`src/rtl/instr_fetch_unit_pkg.sv`:
```
// Shared definitions for the fetch unit and the main decoder/controller:
// opcode constants, the NOP encoding and the fetch-state type.
package instr_fetch_unit_pkg;

    localparam logic [5:0] RTYPE = 6'b000000;
    localparam logic [5:0] ADDI  = 6'b001000;
    localparam logic [5:0] LB    = 6'b100000;
    localparam logic [5:0] SB    = 6'b101000;
    localparam logic [5:0] BEQ   = 6'b000100;
    localparam logic [5:0] J     = 6'b000010;

    localparam logic [31:0] NOP_INSTR = 32'h0000_0000;

    typedef enum logic [1:0] {
        FETCH,
        WAIT,
        HOLD
    } fetch_state_t;

endpackage

```
`src/rtl/instr_fetch_unit_pc_reg.sv`:
```
// Program counter with its next-PC mux and +4 adder. Redirect wins over
// sequential advance; redirect targets are forced to word alignment.
module fetch_pc_reg #(
    parameter int              AW       = 32,
    parameter logic [AW-1:0]   RESET_PC = '0
) (
    input  logic          clk,
    input  logic          reset,
    input  logic          advance,
    input  logic          redirect,
    input  logic [AW-1:0] redirect_pc,
    output logic [AW-1:0] next_pc,
    output logic [AW-1:0] pc_inc
);

    logic [AW-1:0] pc_reg;

    // Wraps modulo 2^AW by construction.
    assign pc_inc = pc_reg + AW'(4);

    always_comb begin
        next_pc = pc_reg;
        if (redirect) begin
            next_pc = redirect_pc & ~AW'(3);
        end else if (advance) begin
            next_pc = pc_inc;
        end
    end

    always_ff @(posedge clk or negedge reset) begin
        if (!reset) begin
            pc_reg <= RESET_PC;
        end else begin
            pc_reg <= next_pc;
        end
    end

endmodule

```
`src/rtl/instr_fetch_unit.sv`:
```
// Instruction fetch: issues word reads over req/ack, captures the result in
// the instruction register and offers it to decode over valid/ready.
module instr_fetch_unit
    import instr_fetch_unit_pkg::*;
#(
    parameter int            AW       = 32,
    parameter logic [AW-1:0] RESET_PC = '0
) (
    input  logic          clk,
    input  logic          reset,
    output logic          imem_req,
    output logic [AW-1:0] imem_addr,
    input  logic          imem_ack,
    input  logic [31:0]   imem_rdata,
    output logic          instr_valid,
    input  logic          instr_ready,
    output logic [31:0]   instr,
    output logic [5:0]    op,
    output logic [5:0]    funct,
    output logic [AW-1:0] instr_pc,
    output logic [AW-1:0] pc_plus4,
    input  logic          redirect,
    input  logic [AW-1:0] redirect_pc
);

    fetch_state_t  state_reg, state_next;
    logic          kill_reg, kill_next;
    logic          imem_req_reg, imem_req_next;
    logic [AW-1:0] imem_addr_reg, imem_addr_next;
    logic          instr_valid_reg, instr_valid_next;
    logic [31:0]   instr_reg, instr_next;
    logic [AW-1:0] instr_pc_reg, instr_pc_next;
    logic [AW-1:0] pc_plus4_reg, pc_plus4_next;
    logic          advance;
    logic          ack_seen;
    logic [AW-1:0] next_pc;
    logic [AW-1:0] pc_inc;

    fetch_pc_reg #(
        .AW       (AW),
        .RESET_PC (RESET_PC)
    ) u_pc (
        .clk         (clk),
        .reset       (reset),
        .advance     (advance),
        .redirect    (redirect),
        .redirect_pc (redirect_pc),
        .next_pc     (next_pc),
        .pc_inc      (pc_inc)
    );

    assign ack_seen = imem_ack & imem_req_reg;

    always_comb begin
        state_next       = state_reg;
        kill_next        = kill_reg;
        imem_req_next    = imem_req_reg;
        imem_addr_next   = imem_addr_reg;
        instr_valid_next = instr_valid_reg;
        instr_next       = instr_reg;
        instr_pc_next    = instr_pc_reg;
        pc_plus4_next    = pc_plus4_reg;
        advance          = 1'b0;
        case (state_reg)
            FETCH: begin
                // next_pc already reflects a same-cycle redirect.
                imem_req_next  = 1'b1;
                imem_addr_next = next_pc;
                state_next     = WAIT;
            end
            WAIT: begin
                if (ack_seen) begin
                    imem_req_next = 1'b0;
                    if (kill_reg || redirect) begin
                        kill_next  = 1'b0;
                        state_next = FETCH;
                    end else begin
                        // pc equals imem_addr here, so pc_inc is imem_addr+4.
                        advance          = 1'b1;
                        instr_next       = imem_rdata;
                        instr_pc_next    = imem_addr_reg;
                        pc_plus4_next    = pc_inc;
                        instr_valid_next = 1'b1;
                        state_next       = HOLD;
                    end
                end else if (redirect) begin
                    kill_next = 1'b1;
                end
            end
            HOLD: begin
                if (redirect || instr_ready) begin
                    instr_valid_next = 1'b0;
                    state_next       = FETCH;
                end
            end
            default: begin
                state_next = FETCH;
            end
        endcase
    end

    always_ff @(posedge clk or negedge reset) begin
        if (!reset) begin
            state_reg       <= FETCH;
            kill_reg        <= 1'b0;
            imem_req_reg    <= 1'b0;
            imem_addr_reg   <= RESET_PC;
            instr_valid_reg <= 1'b0;
            instr_reg       <= NOP_INSTR;
            instr_pc_reg    <= '0;
            pc_plus4_reg    <= AW'(4);
        end else begin
            state_reg       <= state_next;
            kill_reg        <= kill_next;
            imem_req_reg    <= imem_req_next;
            imem_addr_reg   <= imem_addr_next;
            instr_valid_reg <= instr_valid_next;
            instr_reg       <= instr_next;
            instr_pc_reg    <= instr_pc_next;
            pc_plus4_reg    <= pc_plus4_next;
        end
    end

    assign imem_req    = imem_req_reg;
    assign imem_addr   = imem_addr_reg;
    assign instr_valid = instr_valid_reg;
    assign instr       = instr_reg;
    assign op          = instr_reg[31:26];
    assign funct       = instr_reg[5:0];
    assign instr_pc    = instr_pc_reg;
    assign pc_plus4    = pc_plus4_reg;

endmodule

```
`config.mk`:
```
export PLATFORM = sky130hd
export DESIGN_NAME = instr_fetch_unit
export DESIGN_NICKNAME = d
export VERILOG_FILES = /design/src/rtl/instr_fetch_unit_pkg.sv /design/src/rtl/instr_fetch_unit_pc_reg.sv /design/src/rtl/instr_fetch_unit.sv
export SDC_FILE = /design/constraint.sdc
export NUM_CORES = 1
export LEC_CHECK = 0
export BUFFER_PORTS_ARGS = -buffer_cell sky130_fd_sc_hd__buf_2
export CAP_MARGIN = 10
export CORE_MARGIN = 10
export CORE_UTILIZATION = 52
export DETAILED_ROUTE_END_ITERATION = 10
export GPL_TIMING_DRIVEN = 0
export PLACE_DENSITY = 0.8
export SYNTH_ARGS = -nofsm -noshare
export SYNTH_HDL_FRONTEND = slang
export SYNTH_SLANG_ARGS = --single-unit
```
`constraint.sdc`:
```
create_clock -name clk -period 2.9 [get_ports clk]
set_input_delay 0.29 -clock clk [delete_from_list [all_inputs] [get_ports clk]]
set_output_delay 0.29 -clock clk [all_outputs]
set_load 0.01 [all_outputs]
```
==> results of run 1 <==
critical path: cells and delay by family, from the launching register on:
kind | cells | cell delay [ns]
buf+inv | 2 | 0.62
flops | 1 | 0.43
simple gates | 5 | 1.49
cell type report:
class	count	area, um^2	area share
timing repair buffer	209	1080	0.116
multi-input combinational	562	2960	0.317
tap	180	225	0.0241
buffer	59	309	0.0331
inverter	6	22.5	0.00241
clock buffer	24	472	0.0505
clock inverter	8	148	0.0158
sequential	165	4130	0.442
where the power goes:
part           switching (W)  internal, W
Sequential          0.000559      0.00317
Combinational        0.00162      0.00119
Clock               0.000892      0.00149
stage by stage:
step / setup WS [ns] / util / instance area [um^2]
after floorplan: 0.883 / - / 7420
after global placement: -1.00 / 0.623 / 8680
after detailed placement: 0.233 / 0.626 / 8720
after CTS: 0.236 / 0.671 / 9350
after global routing: 0.0897 / 0.671 / 9350
final: 0.243 / 0.671 / 9350
cell families after synthesis:
logic type	after synthesis	synth area share
fa+ha+maj	1	0.00169
simple gates	393	0.234
buf+inv	65	0.0447
flops	165	0.557
compound gates	102	0.0806
mux	14	0.0211
xor+xnor	52	0.0614
metal layers:
metal	GRT usage	wire length, um	up-vias
li1	-	-	3050
met1	0.270	8800	3028
met2	0.362	10600	252
met3	0.0823	1940	29
met4	0.0670	301	0
met5	0	0	-
final timing paths:
check / start / to / slack, ns
max: state_reg[1] / instr[24] / 0.24
min: imem_rdata[18] / instr[18] / 0.05
max reg2reg: state_reg[1] / instr[24] / 0.24
min reg2reg: pc_plus4[8] / pc_plus4[8] / 0.46
max in group asynchronous: reset / instr[31] / 1.68
min in group asynchronous: reset / instr[0] / 0.42
cell usage in the layout (no fill, tap or decap), drive strengths merged, types with 4 or more instances in the layout:
master	count
nand2	292
buf	236
dfrtp	164
o21ai	65
clkbuf	55
xnor2	30
nand3	25
xor2	22
nor2	19
mux2	13
a21boi	11
nand4	11
nor3	9
nor4	9
inv	6
and4	6
and2	6
or3	5
a31oi	4
a21oi	4
o22ai	4
bufinv	4
repair_timing:
action / in CTS / in global routing
endpoints found under the hold margin: 79 / 0
setup endpoints to repair: 0 / 0
hold buffers: 1 / 0
==> metrics.md, run 1 <==
| Metric | Value |
|---|---|
| Status | finished, final reports clean |
| # port buffers | 207 |
| Clock Sinks | 165 |
| Grt total ovfl | 0 |
| Synth area leader | dfrtp_1 |
| DRC | 0 |
| PostCTS Resize Cnt | 0 |
| Via count | between 6000 and 7000 |
| Layout cells sized above 1 | 0.280 |
| Total core area | 13900 um^2 |
| FF+latch count, synth | 165 |
| Synth top area share | 0.553 |
| Synth unique cells | 52 |
| Critical path class | flip-flop to flip-flop |
| Initial core utilization | 0.533 |
| Mapped Area | 7420 um^2 |
| Worst rel slew slack | 0.527 |
| H-tree Lvls | 4 |
| EDFF count, synth | 0 |
| Initial DRC count | 540 |
| FP Rows | 43 |
| Pwr per Cell Area | 954 nW/um^2 |
| Final setup fails | 0 |
| Async S/R FF share, synth | 1.00 |
| Synth warnings | 0 |
| Fillers | between 1000 and 1500 |
| Placed cells | 1180 |
| Fin cells | 1213 |
| # nets final | 1090 |
| Setup_tns | 0 ns |
| Global-route wire length before repair | 34600 um |
| Crit path cell chain | nand4b_1 -> nor2_2 -> nand2_1 -> clkbuf_1 -> clkbuf_1 -> nand2_1 -> nand2_1 |
| CP arrival | 2.97 ns |
| Slew @ Worst Pin | 0.702 ns |
| Most instantiated library cell after synthesis | nand2_1 |
| Ant. Diodes | 0 |
| CTS root buf | clkbuf_16 |
| CP Max Fanout | 10 |
| RSZ-0062 raised after global routing | false |
| Startpoint types | flip-flop |
| Ports | between 200 and 250 |
| Final hold viol count | 0 |
| Postcts setup bufs | 0 |
| TritonCTS clock tree | built |
| Critical path's slowest cell | nor2_2 |
| HP Class | primary input to flip-flop |
| Placer Congestion | 0.930 |
| Initial antenna violation count | 0 |
| Die Ht | 139 um |
| CTS max path bufs | 2 |
| WP data required | 3.22 ns |
| MaxCap Viol Count | 0 |
| Lkg Pwr | approximately 4.8 nW |
| Hold slack | 0.0481 ns |
| Post-synth top flop | dfrtp_1 |
| Max-slew violation count | 0 |
| CP peak stage delay | between 0.4 and 0.5 ns |
| Detailed placer's ending HPWL | around 16000 um |
| Critical Path Sink Type | flip-flop |
| Total power | 0.00892 W |
| Detailed Route WL | 21600 um |
| Min cycle time layout | 2.66 ns |
| Mapped Nets | 862 |
| Drt pass-1 iters | 5 |
| Area contributors post-synth | dfrtp_1, nand2_1, o21ai_0 |
| Post-Syn Area per Cell | between 9 and 10 um^2 |
| Cell mode on critical path | nand2_1 |
| Drt via density | 5.24 |
| P&R area growth vs syn | 26.0% |
| F_max | 376 MHz |
| Die Width | 139 um |
| Post-synthesis cell count | 792 |
| Vias in the first global route | 6425 |
| R2R depth | 7 |
| Sequential fraction of the synthesis area | 0.557 |
| Hold Crit Depth | 3 |
| Clock latency on the worst-skew pair | around 0.43 ns |
| Routed wire length per instance | 17.8 um |
| Synth top cells by count | nand2_1, dfrtp_1, o21ai_0 |
| Clock-pin slew of the registers on the worst-case setup and hold paths | 0.06 ns |
| Max VDD drop | 428 uV |
| Clock skew | 0.00584 ns |
| Die area | slightly below 20000 um^2 |
| Fin crit share | 0.916 |
| Largest net degree at the start of global routing | 86 |
| TritonCTS Buffers | 17 |
| GRT Total Usage | 0.223 |
| Routed Antenna Nets | 0 |
Power figures use the tool's default switching activity.
==> inputs of run 2 (changes only) <==
--- a/config.mk
+++ b/config.mk
@@ -7,6 +7,7 @@
 export LEC_CHECK = 0
 export BUFFER_PORTS_ARGS = -buffer_cell sky130_fd_sc_hd__buf_2
 export CAP_MARGIN = 10
+export CORE_ASPECT_RATIO = 0.75
 export CORE_MARGIN = 10
 export CORE_UTILIZATION = 52
 export DETAILED_ROUTE_END_ITERATION = 10
==> metrics.md, run 2 (synthesis gave the netlist of run 1 again) <==
| Metric | Value |
|---|---|
| Net Sw Power | 0.00320 W (was 0.00307 W) |
| CP startpoint | state_reg[1] (unchanged) |
| CTS root buf | clkbuf_16 (unchanged) |
| Layout cells sized above 1 | 0.284 (was 0.280) |
| Routed Antenna Nets | 0 (unchanged) |
| Max VDD drop | 489 uV (was 428 uV) |
| Global-route wire length before repair | 34600 um (about the same) |
| Via count | 6437 (was 6359) |
| Post-layout util | 0.675 (was 0.671) |
| Die Ht | 123 um (was 139 um) |
| Non-Filler Cell Area, Final | 9340 um^2 (was 9350 um^2) |
| Sw Share | 0.358 (was 0.344) |
| H-tree Lvls | 4 (unchanged) |
| Placer Congestion | 0.921 (was 0.930) |
| CTS max path bufs | 2 (unchanged) |
| CP Max Fanout | 10 (unchanged) |
| Placed cells | 1175 (was 1180) |
| Clock skew | 0.0103 ns (was 0.00584 ns) |
| Final hold viol count | 0 (unchanged) |
| Die Width | 158 um (was 139 um) |
| Setup_tns | 0 ns (unchanged) |
| Commonest non-fill, non-tap cell in the layout | nand2_1 (unchanged) |
| Clock latency on the worst-skew pair | 0.43 ns (about the same) |
| Crit path cell chain | nand4b_1 -> nor2_4 -> nand2_1 -> clkbuf_1 -> clkbuf_1 -> nand2_1 -> nand2_1 (was nand4b_1 -> nor2_2 -> nand2_1 -> clkbuf_1 -> clkbuf_1 -> nand2_1 -> nand2_1) |
| Slew @ Worst Pin | 0.668 ns (was 0.702 ns) |
| Startpoint types | flip-flop (unchanged) |
| Critical path's slowest cell | dfrtp_1 (was nor2_2) |
| Detailed placer's ending HPWL | 16400 um (was 16000 um) |
| Hold slack | 0.0455 ns (was 0.0481 ns) |
| Grt total ovfl | 0 (unchanged) |
| Status | finished, final reports clean (unchanged) |
| # port buffers | 207 (unchanged) |
| Min cycle time layout | 2.60 ns (was 2.66 ns) |
| Detailed Route WL | 21900 um (was 21600 um) |
| P_int | 0.00574 W (was 0.00585 W) |
| Vias in the first global route | 6455 (was 6425) |
| Hold path startpoint | imem_rdata[20] (was imem_rdata[18]) |
| F_max | 385 MHz (was 376 MHz) |
| Fin cells | 1207 (was 1213) |
| Drt via density | 5.33 (was 5.24) |
| Max-slew violation count | 0 (unchanged) |
| HP Class | primary input to flip-flop (unchanged) |
| Drt pass-1 iters | 5 (unchanged) |
| # nets final | 1090 (unchanged) |
| TritonCTS Buffers | 17 (unchanged) |
| FP Rows | 37 (was 43) |
| Routed wire length per instance | 18.1 um (was 17.8 um) |
| Worst rel slew slack | 0.551 (was 0.527) |
| DRC | 0 (unchanged) |
| Combinational share of power | 0.311 (was 0.315) |
| WP data required | 3.22 ns (about the same) |
| Final setup fails | 0 (unchanged) |
| Ant. Diodes | 0 (unchanged) |
| Cell mode on critical path | nand2_1 (unchanged) |
| Largest net degree at the start of global routing | 110 (was 86) |
| Initial DRC count | 425 (was 540) |
| Initial core utilization | 0.536 (was 0.533) |
| TritonCTS clock tree | built (unchanged) |
| Clock-pin slew of the registers on the worst-case setup and hold paths | 0.07 ns (was 0.06 ns) |
| Ports | 211 (unchanged) |
| Clk pwr share | 0.268 (was 0.267) |
| Total core area | 13800 um^2 (was 13900 um^2) |
| CP peak stage delay | 0.43 ns (was 0.49 ns) |
| CP arrival | 2.92 ns (was 2.97 ns) |
| Seq pwr share | 0.421 (was 0.418) |
| GRT Total Usage | 0.224 (was 0.223) |
| Crit Reg-Reg Startpoint | state_reg[1] (unchanged) |
| Fin crit share | 0.897 (was 0.916) |
| Area after DPL | 8710 um^2 (was 8720 um^2) |
| Initial antenna violation count | 2 (was 0) |
| MaxCap Viol Count | 0 (unchanged) |
| Critical path class | flip-flop to flip-flop (unchanged) |
| Lkg Pwr | 4.78 nW (was 4.77 nW) |
| Critical Path Sink Type | flip-flop (unchanged) |
| Clock Sinks | 165 (unchanged) |
| P&R area growth vs syn | 25.9% (was 26.0%) |
| Pwr per Cell Area | 957 nW/um^2 (was 954 nW/um^2) |
| Die area | 19500 um^2 (was 19400 um^2) |
| Commonest non-fill, non-tap cells in the layout | nand2_1, buf_2, dfrtp_1 (unchanged) |
| RSZ-0062 raised after global routing | false (unchanged) |
==> run 2: metal layers <==
metal	vias to the layer above	wire length, um	track usage
met4	4	224	0.0508
met5	-	27	0
met2	256	10100	0.352
met1	3101	9460	0.299
met3	26	2040	0.0725
li1	3050	-	-
==> run 2: layout make-up <==
type | count | area, um^2
clock buffers | 17 | 425
multi-input cells | 562 | 2960
inverters | 6 | 22.5
fillers | 1118 | 4500
repair buffers | 209 | 1080
well taps | 175 | 219
flip-flops and latches | 165 | 4130
plain buffers | 59 | 309
clock inverters | 14 | 189
==> run 2: worst paths after layout <==
path | end | slack, ns | cells after the start
min | instr[20] | 0.05 | 3
max reg2reg | instr[25] | 0.30 | 7
min reg2reg | pc_plus4[1] | 0.47 | 2
max | instr[25] | 0.30 | 7
min in group asynchronous | pc_plus4[26] | 0.37 | 2
max in group asynchronous | imem_addr[15] | 1.65 | 3
==> run 2: power by group through the flow <==
stage	Combinational [W]	Sequential [W]	Clock, W
final	0.00278	0.00376	0.00240
after floorplan	0.00105	0.00410	0
after global routing	0.00309	0.00388	0.00252
after CTS	0.00284	0.00376	0.00241
after detailed placement	0.00284	0.00378	0
after global placement	0.00277	0.00375	0
==> run 2: repair_timing <==
action,4_1_cts,5_1_grt
hold buffers,1,0
endpoints found under the hold margin,56,0
buffers inserted,0,0
resized for setup,0,1
setup endpoints to repair,0,5
==> run 2: through the flow <==
step	worst slack (ns)	total power, W
finish	0.300	0.00894
CTS	0.173	0.00901
detailed placement	0.209	0.00661
floorplan	0.883	0.00516
global route	0.131	0.00949
global placement	-0.996	0.00652
==> run 2: critical path, delay by kind of cell (launching register included) <==
family / cells / cell delay (ns)
and+or+nand+nor: 5 / 1.32
buffers and inverters: 2 / 0.74
DFF: 1 / 0.43
